### src/rtl/uart_pkg.sv
// Shared UART definitions: receiver state encoding and default frame timing.
// Also used by uart_tx so both ends agree on the line format.
package uart_pkg;

  localparam int DEF_DATA_WIDTH   = 8;
  localparam int DEF_CLKS_PER_BIT = 87;

  typedef enum logic [2:0] {
    IDLE      = 3'd0,
    START     = 3'd1,
    DATA      = 3'd2,
    STOP      = 3'd3,
    WAIT_HIGH = 3'd4
  } rx_state_e;

  // Counter width that stays at least one bit wide for tiny ranges.
  function automatic int cnt_w(input int n);
    return (n > 1) ? $clog2(n) : 1;
  endfunction

endpackage

### src/rtl/uart_sync2.sv
// Two-flop synchronizer for an asynchronous single-bit input.
// Reset value is a parameter so idle-high lines come out of reset idle.
module uart_sync2 #(
  parameter logic RST_VAL = 1'b1
) (
  input  logic clk,
  input  logic rst,
  input  logic d,
  output logic q
);

  logic meta;

  always_ff @(posedge clk) begin
    if (rst) begin
      meta <= RST_VAL;
      q    <= RST_VAL;
    end else begin
      meta <= d;
      q    <= meta;
    end
  end

endmodule

### src/rtl/uart_rx.sv
// UART receiver: start-edge detect, mid-bit sampling, LSB-first data,
// one-cycle valid pulse on good frames and framing-error pulse on a low stop.
module uart_rx
  import uart_pkg::*;
#(
  parameter int DATA_WIDTH   = DEF_DATA_WIDTH,
  parameter int CLKS_PER_BIT = DEF_CLKS_PER_BIT
) (
  input  logic                  i_Clock,
  input  logic                  i_Reset,
  input  logic                  i_Rx_Serial,
  output logic                  o_Rx_DV,
  output logic [DATA_WIDTH-1:0] o_Rx_Data,
  output logic                  o_Rx_Active,
  output logic                  o_Rx_Frame_Err
);

  localparam int HALF = CLKS_PER_BIT / 2;
  localparam int CW   = cnt_w(CLKS_PER_BIT);
  localparam int BW   = cnt_w(DATA_WIDTH);

  localparam logic [CW-1:0] HALF_LAST = CW'(HALF - 1);
  localparam logic [CW-1:0] CNT_LAST  = CW'(CLKS_PER_BIT - 1);
  localparam logic [BW-1:0] IDX_LAST  = BW'(DATA_WIDTH - 1);

  rx_state_e             state, state_d;
  logic [CW-1:0]         clk_cnt, clk_cnt_d;
  logic [BW-1:0]         bit_idx, bit_idx_d;
  logic [DATA_WIDTH-1:0] shift, shift_d;
  logic [DATA_WIDTH-1:0] data_d;
  logic                  dv_d, err_d;
  logic                  rx_s;

  uart_sync2 #(
    .RST_VAL(1'b1)
  ) u_sync (
    .clk(i_Clock),
    .rst(i_Reset),
    .d  (i_Rx_Serial),
    .q  (rx_s)
  );

  always_ff @(posedge i_Clock) begin
    if (i_Reset) begin
      state          <= IDLE;
      clk_cnt        <= '0;
      bit_idx        <= '0;
      shift          <= '0;
      o_Rx_Data      <= '0;
      o_Rx_DV        <= 1'b0;
      o_Rx_Frame_Err <= 1'b0;
    end else begin
      state          <= state_d;
      clk_cnt        <= clk_cnt_d;
      bit_idx        <= bit_idx_d;
      shift          <= shift_d;
      o_Rx_Data      <= data_d;
      o_Rx_DV        <= dv_d;
      o_Rx_Frame_Err <= err_d;
    end
  end

  always_comb begin
    state_d   = state;
    clk_cnt_d = clk_cnt;
    bit_idx_d = bit_idx;
    shift_d   = shift;
    data_d    = o_Rx_Data;
    dv_d      = 1'b0;
    err_d     = 1'b0;
    unique case (state)
      IDLE: begin
        if (!rx_s) begin
          clk_cnt_d = '0;
          state_d   = START;
        end
      end
      START: begin
        if (clk_cnt == HALF_LAST) begin
          clk_cnt_d = '0;
          // A start bit that is high at mid-bit was only a glitch.
          if (rx_s) begin
            state_d = IDLE;
          end else begin
            bit_idx_d = '0;
            state_d   = DATA;
          end
        end else begin
          clk_cnt_d = clk_cnt + CW'(1);
        end
      end
      DATA: begin
        if (clk_cnt == CNT_LAST) begin
          clk_cnt_d        = '0;
          shift_d[bit_idx] = rx_s;
          if (bit_idx == IDX_LAST) begin
            state_d = STOP;
          end else begin
            bit_idx_d = bit_idx + BW'(1);
          end
        end else begin
          clk_cnt_d = clk_cnt + CW'(1);
        end
      end
      STOP: begin
        if (clk_cnt == CNT_LAST) begin
          clk_cnt_d = '0;
          if (rx_s) begin
            data_d  = shift;
            dv_d    = 1'b1;
            state_d = IDLE;
          end else begin
            err_d   = 1'b1;
            state_d = WAIT_HIGH;
          end
        end else begin
          clk_cnt_d = clk_cnt + CW'(1);
        end
      end
      WAIT_HIGH: begin
        // A held-low break must not be mistaken for a new start bit.
        if (rx_s) begin
          state_d = IDLE;
        end
      end
      default: begin
        state_d = IDLE;
      end
    endcase
  end

  assign o_Rx_Active = (state == START) ||
                       (state == DATA)  ||
                       (state == STOP);

endmodule

### config.mk
export PLATFORM = sky130hd
export DESIGN_NAME = uart_rx
export DESIGN_NICKNAME = d
export VERILOG_FILES = /design/src/rtl/uart_pkg.sv /design/src/rtl/uart_sync2.sv /design/src/rtl/uart_rx.sv
export SDC_FILE = /design/constraint.sdc
export NUM_CORES = 1
export LEC_CHECK = 0
export CAP_MARGIN = 0
export CORE_AREA = 3 3 61 63
export CTS_CLUSTER_DIAMETER = 150
export DETAILED_ROUTE_END_ITERATION = 10
export DIE_AREA = 0 0 64 66
export GPL_ROUTABILITY_DRIVEN = 0
export PLACE_DENSITY_LB_ADDON = 0.12
export SLEW_MARGIN = 30
export SYNTH_ARGS = -nofsm -noshare
export SYNTH_HDL_FRONTEND = slang
export SYNTH_HIERARCHICAL = 1
export SYNTH_SLANG_ARGS = --single-unit
### constraint.sdc
create_clock -name i_Clock -period 1.9 [get_ports i_Clock]
set_input_delay 0.475 -clock i_Clock [delete_from_list [all_inputs] [get_ports i_Clock]]
set_output_delay 0.475 -clock i_Clock [all_outputs]
set_load 0.1 [all_outputs]
==> results.py <==
metrics = {
    "run_status": {
        "run_status": "finished clean",
    },
    "sta": {
        "rsz0062_at_grt": "yes",
        "finalSetupViolCount": 0,
        "fin_worst_hold_slack_ns": 0.426,
        "setup_total_negative_slack_ns": 0,
        "worst_slack_ns": 0.103,
        "worst_slew_margin_rel": 0.640,
        "final.setup_skew_ns": 0.0137,
        "finalMaxSlewViolations": 0,
        "post-route-period-util": 0.946,
        "tightestPinTransition_ns": 0.538,
        "clock.fmax_ghz": 0.556,
        "post-route-min-period_ns": 1.80,
        "final-hold-violation-count": 0,
    },
    "clock_tree": {
        "cts_num_sinks": 33,
        "clk-insertion-delay-late_ns": 0.33,
        "cts-root-buf": "clkbuf_4",
        "clk_slew_on_worst_s_h_paths_ns": 0.11,
        "cts_inserted_buffers": 5,
        "cts_tree": "done",
        "cts_max_path_buffers": 2,
        "postCtsHoldBufs": 0,
        "htree_num_levels": 2,
    },
    "final_layout": {
        "final-seq-area_um2": 661,
        "finalInstanceArea_um2": 2080,
        "multiInputGateArea_um2": 970,
        "final_util": 0.634,
        "nets": 211,
        "post_route_cells_drive_above_1_share": 0.196,
        "area_growth_from_synthesis_to_layout_pct": 24.9,
        "final-instance-count-excl-fill": 250,
        "fill_cells": 289,
        "antennaDiodeCount": 0,
    },
    "detailed_routing": {
        "drt_drc_violations_left": 0,
        "route.final.wire_length_um": 3540,
        "dr_wl_met3_um": 92,
        "routed_via_count": 1395,
        "initialDrtViolationCount": 118,
        "drt_first_pass_iters": 4,
        "via_per_inst": 5.58,
        "route.layer.met1.wl_um": 1630,
        "drtAntennaViolNets": 0,
        "wl_per_cell_um": 14.2,
        "wl_met2_um": 1760,
        "maxUsedRoutingLayer": "met4",
    },
    "worst_setup_path": {
        "timing.critical_path.required_ns": 2.16,
        "setup.worst_path.end_class": "flip-flop",
        "critical_path_arrival_ns": 2.06,
        "timing.critical_path.from_type": "flip-flop",
        "timing_worst_setup_path_type": "flip-flop to flip-flop",
        "worst-path-max-fanout": 7,
    },
    "min_path": {
        "hp-class": "flip-flop to flip-flop",
    },
    "power": {
        "switching_fraction": 0.229,
        "clkPwrFrac": 0.349,
        "combinationalPowerShare": 0.048,
        "switching_power_mw": 0.266,
        "post-layout-total-power_mw": 1.16,
        "seq_power_share": 0.603,
        "total_leakage_power_nw": 0.748,
        "vdd.ir_drop.worst_mv": 0.371,
        "powerDensity_nw_per_um2": 558,
        "power.internal_mw": 0.895,
    },
    "logic_synthesis": {
        "post_synth_instance_area_um2": 1670,
        "synth_sequential_area_ratio": 0.397,
        "yosysUniqueCellTypes": 44,
        "syn-mean-instance-area_um2": 9.05,
        "postSynthRegisterBits": 33,
        "synth_fp_nets": 191,
        "synth.yosys.warnings": 6,
        "netlist_instances": 184,
    },
    "grt": {
        "track_usage": 0.184,
        "first_global_vias": 1378,
        "maximum_number_of_pins_on_one_net_before_global_route_repair": 22,
        "grt_overflow": 0,
        "grt_antenna_before_repair": 0,
        "wire_length_of_the_first_global_routing_pass_um": 6080,
    },
    "floorplanning": {
        "dieArea_um2": 4220,
        "io_pins": 14,
        "start_util": 0.507,
        "rows": 21,
        "die-width_um": 64,
        "fp.coreArea_um2": 3280,
        "die_h_um": 66,
    },
    "flow_run": {
        "max-cap-violations": 0,
    },
    "placed_design": {
        "numPortBuffers": 13,
        "post-place-cells": 242,
        "place_area_um2": 1990,
        "dp_worst_setup_slack_ns": 0.0442,
        "detailed_place_hpwl_um": 2660,
    },
}
critical path: stages (launching register included):
cell,delay [ns]
dfxtp_1,0.40
nor4b_2,0.56
nand4b_1,0.35
a21o_1,0.27
a21oi_1,0.14
power by group through the flow:
stage	registers, mW	clock network, mW	logic [mW]
after floorplan	0.712	0	0.0389
after global placement	0.715	0	0.0540
after detailed placement	0.715	0	0.0554
after CTS	0.699	0.420	0.0558
after global routing	0.700	0.450	0.0608
final	0.699	0.405	0.0559
worst paths after layout:
path	startpoint	to	slack, ns	cells after the start
worst max-delay path	clk_cnt[2]$_SDFFE_PP0P_	bit_idx[1]$_SDFFE_PP0P_	0.10	4
worst min-delay path	u_sync/meta$_SDFF_PP1_	u_sync/q$_SDFF_PP1_	0.43	1
worst max register to register	clk_cnt[2]$_SDFFE_PP0P_	bit_idx[1]$_SDFFE_PP0P_	0.10	4
worst min register to register	u_sync/meta$_SDFF_PP1_	u_sync/q$_SDFF_PP1_	0.43	1
flip-flops by register name, indices dropped and copies added, names as in the netlist:
name            flops
o_Rx_Data           8
shift               8
clk_cnt             7
bit_idx             3
state               3
o_Rx_DV             1
o_Rx_Frame_Err      1
u_sync/meta         1
u_sync/q            1
cell usage in the layout (no fill, tap or decap), types with 2 or more instances in the layout:
cell,netlist,final
buf_12,0,11
nor2_1,12,11
a21boi_1,2,2
nor3_1,4,4
a21oi_1,9,9
nand2b_1,18,18
mux2i_1,16,16
nor3b_2,1,3
nand4b_1,2,2
a21o_1,2,2
o211ai_1,8,8
nand3b_1,2,2
clkdlybuf4s50_1,0,2
clkbuf_4,0,5
inv_1,3,3
or2_1,2,2
buf_4,0,11
nand4_1,3,3
ha_1,4,4
nand3_1,6,6
o21ai_1,2,2
dfxtp_1,33,33
and2_1,2,2
nand2_1,18,18
cell usage after synthesis (all sizes together):
cell	count	area [µm²]
buf	5	23.8
nand3	7	40.0
a21oi	9	45.0
nor3	4	20.0
nand4b	2	17.5
a21boi	2	15.0
or3	1	6.26
nor3b	4	35.0
o221ai	1	8.76
or2	3	18.8
a311oi	1	15.0
and4b	2	23.8
and2	2	12.5
nand2b	18	113
nor4b	3	47.5
nand2	18	67.6
a21o	2	15.0
a31oi	2	12.5
nand4	3	18.8
nor2	12	45.0
a32oi	1	8.76
inv	3	11.3
o311ai	1	8.76
nor2b	1	6.26
clkinv	1	3.75
ha	4	50.1
o21ai	3	15.0
mux2i	16	160
and4bb	1	12.5
o2111ai	1	8.76
clkbuf	6	22.5
nand3b	2	15.0
or3b	1	8.76
a211oi	1	12.5
o211ai	8	60.1
dfxtp	33	661
routing by layer:
metal  vias up  GRT usage
met5         -          0
met3         8     0.0425
met1       671      0.225
li1        695          -
met4         0     0.0809
met2        21      0.308
cells by family (layout without fill, tap and decap cells):
kind of cell / after synthesis / in the layout / share of synthesized area
mux: 16 / 16 / 0.0962
fa+ha+maj: 4 / 4 / 0.0301
compound gates: 32 / 32 / 0.135
flops: 33 / 33 / 0.397
buf+inv: 15 / 35 / 0.0368
simple gates: 84 / 84 / 0.305
repair_timing:
item                                    in CTS  in global routing
hold endpoints to repair                     0                  0
endpoints found under the setup margin       0                  9
gates resized for setup                      0                  5
buffers inserted                             0                  1
final cells by class:
type / count / area share
Tap cell: 46 / 0.0277
Clock buffer: 7 / 0.0265
Sequential cell: 33 / 0.317
Timing Repair Buffer: 24 / 0.155
Multi-Input combinational cell: 136 / 0.466
Inverter: 4 / 0.00722
No activity file was read; power rests on OpenSTA's default activity.
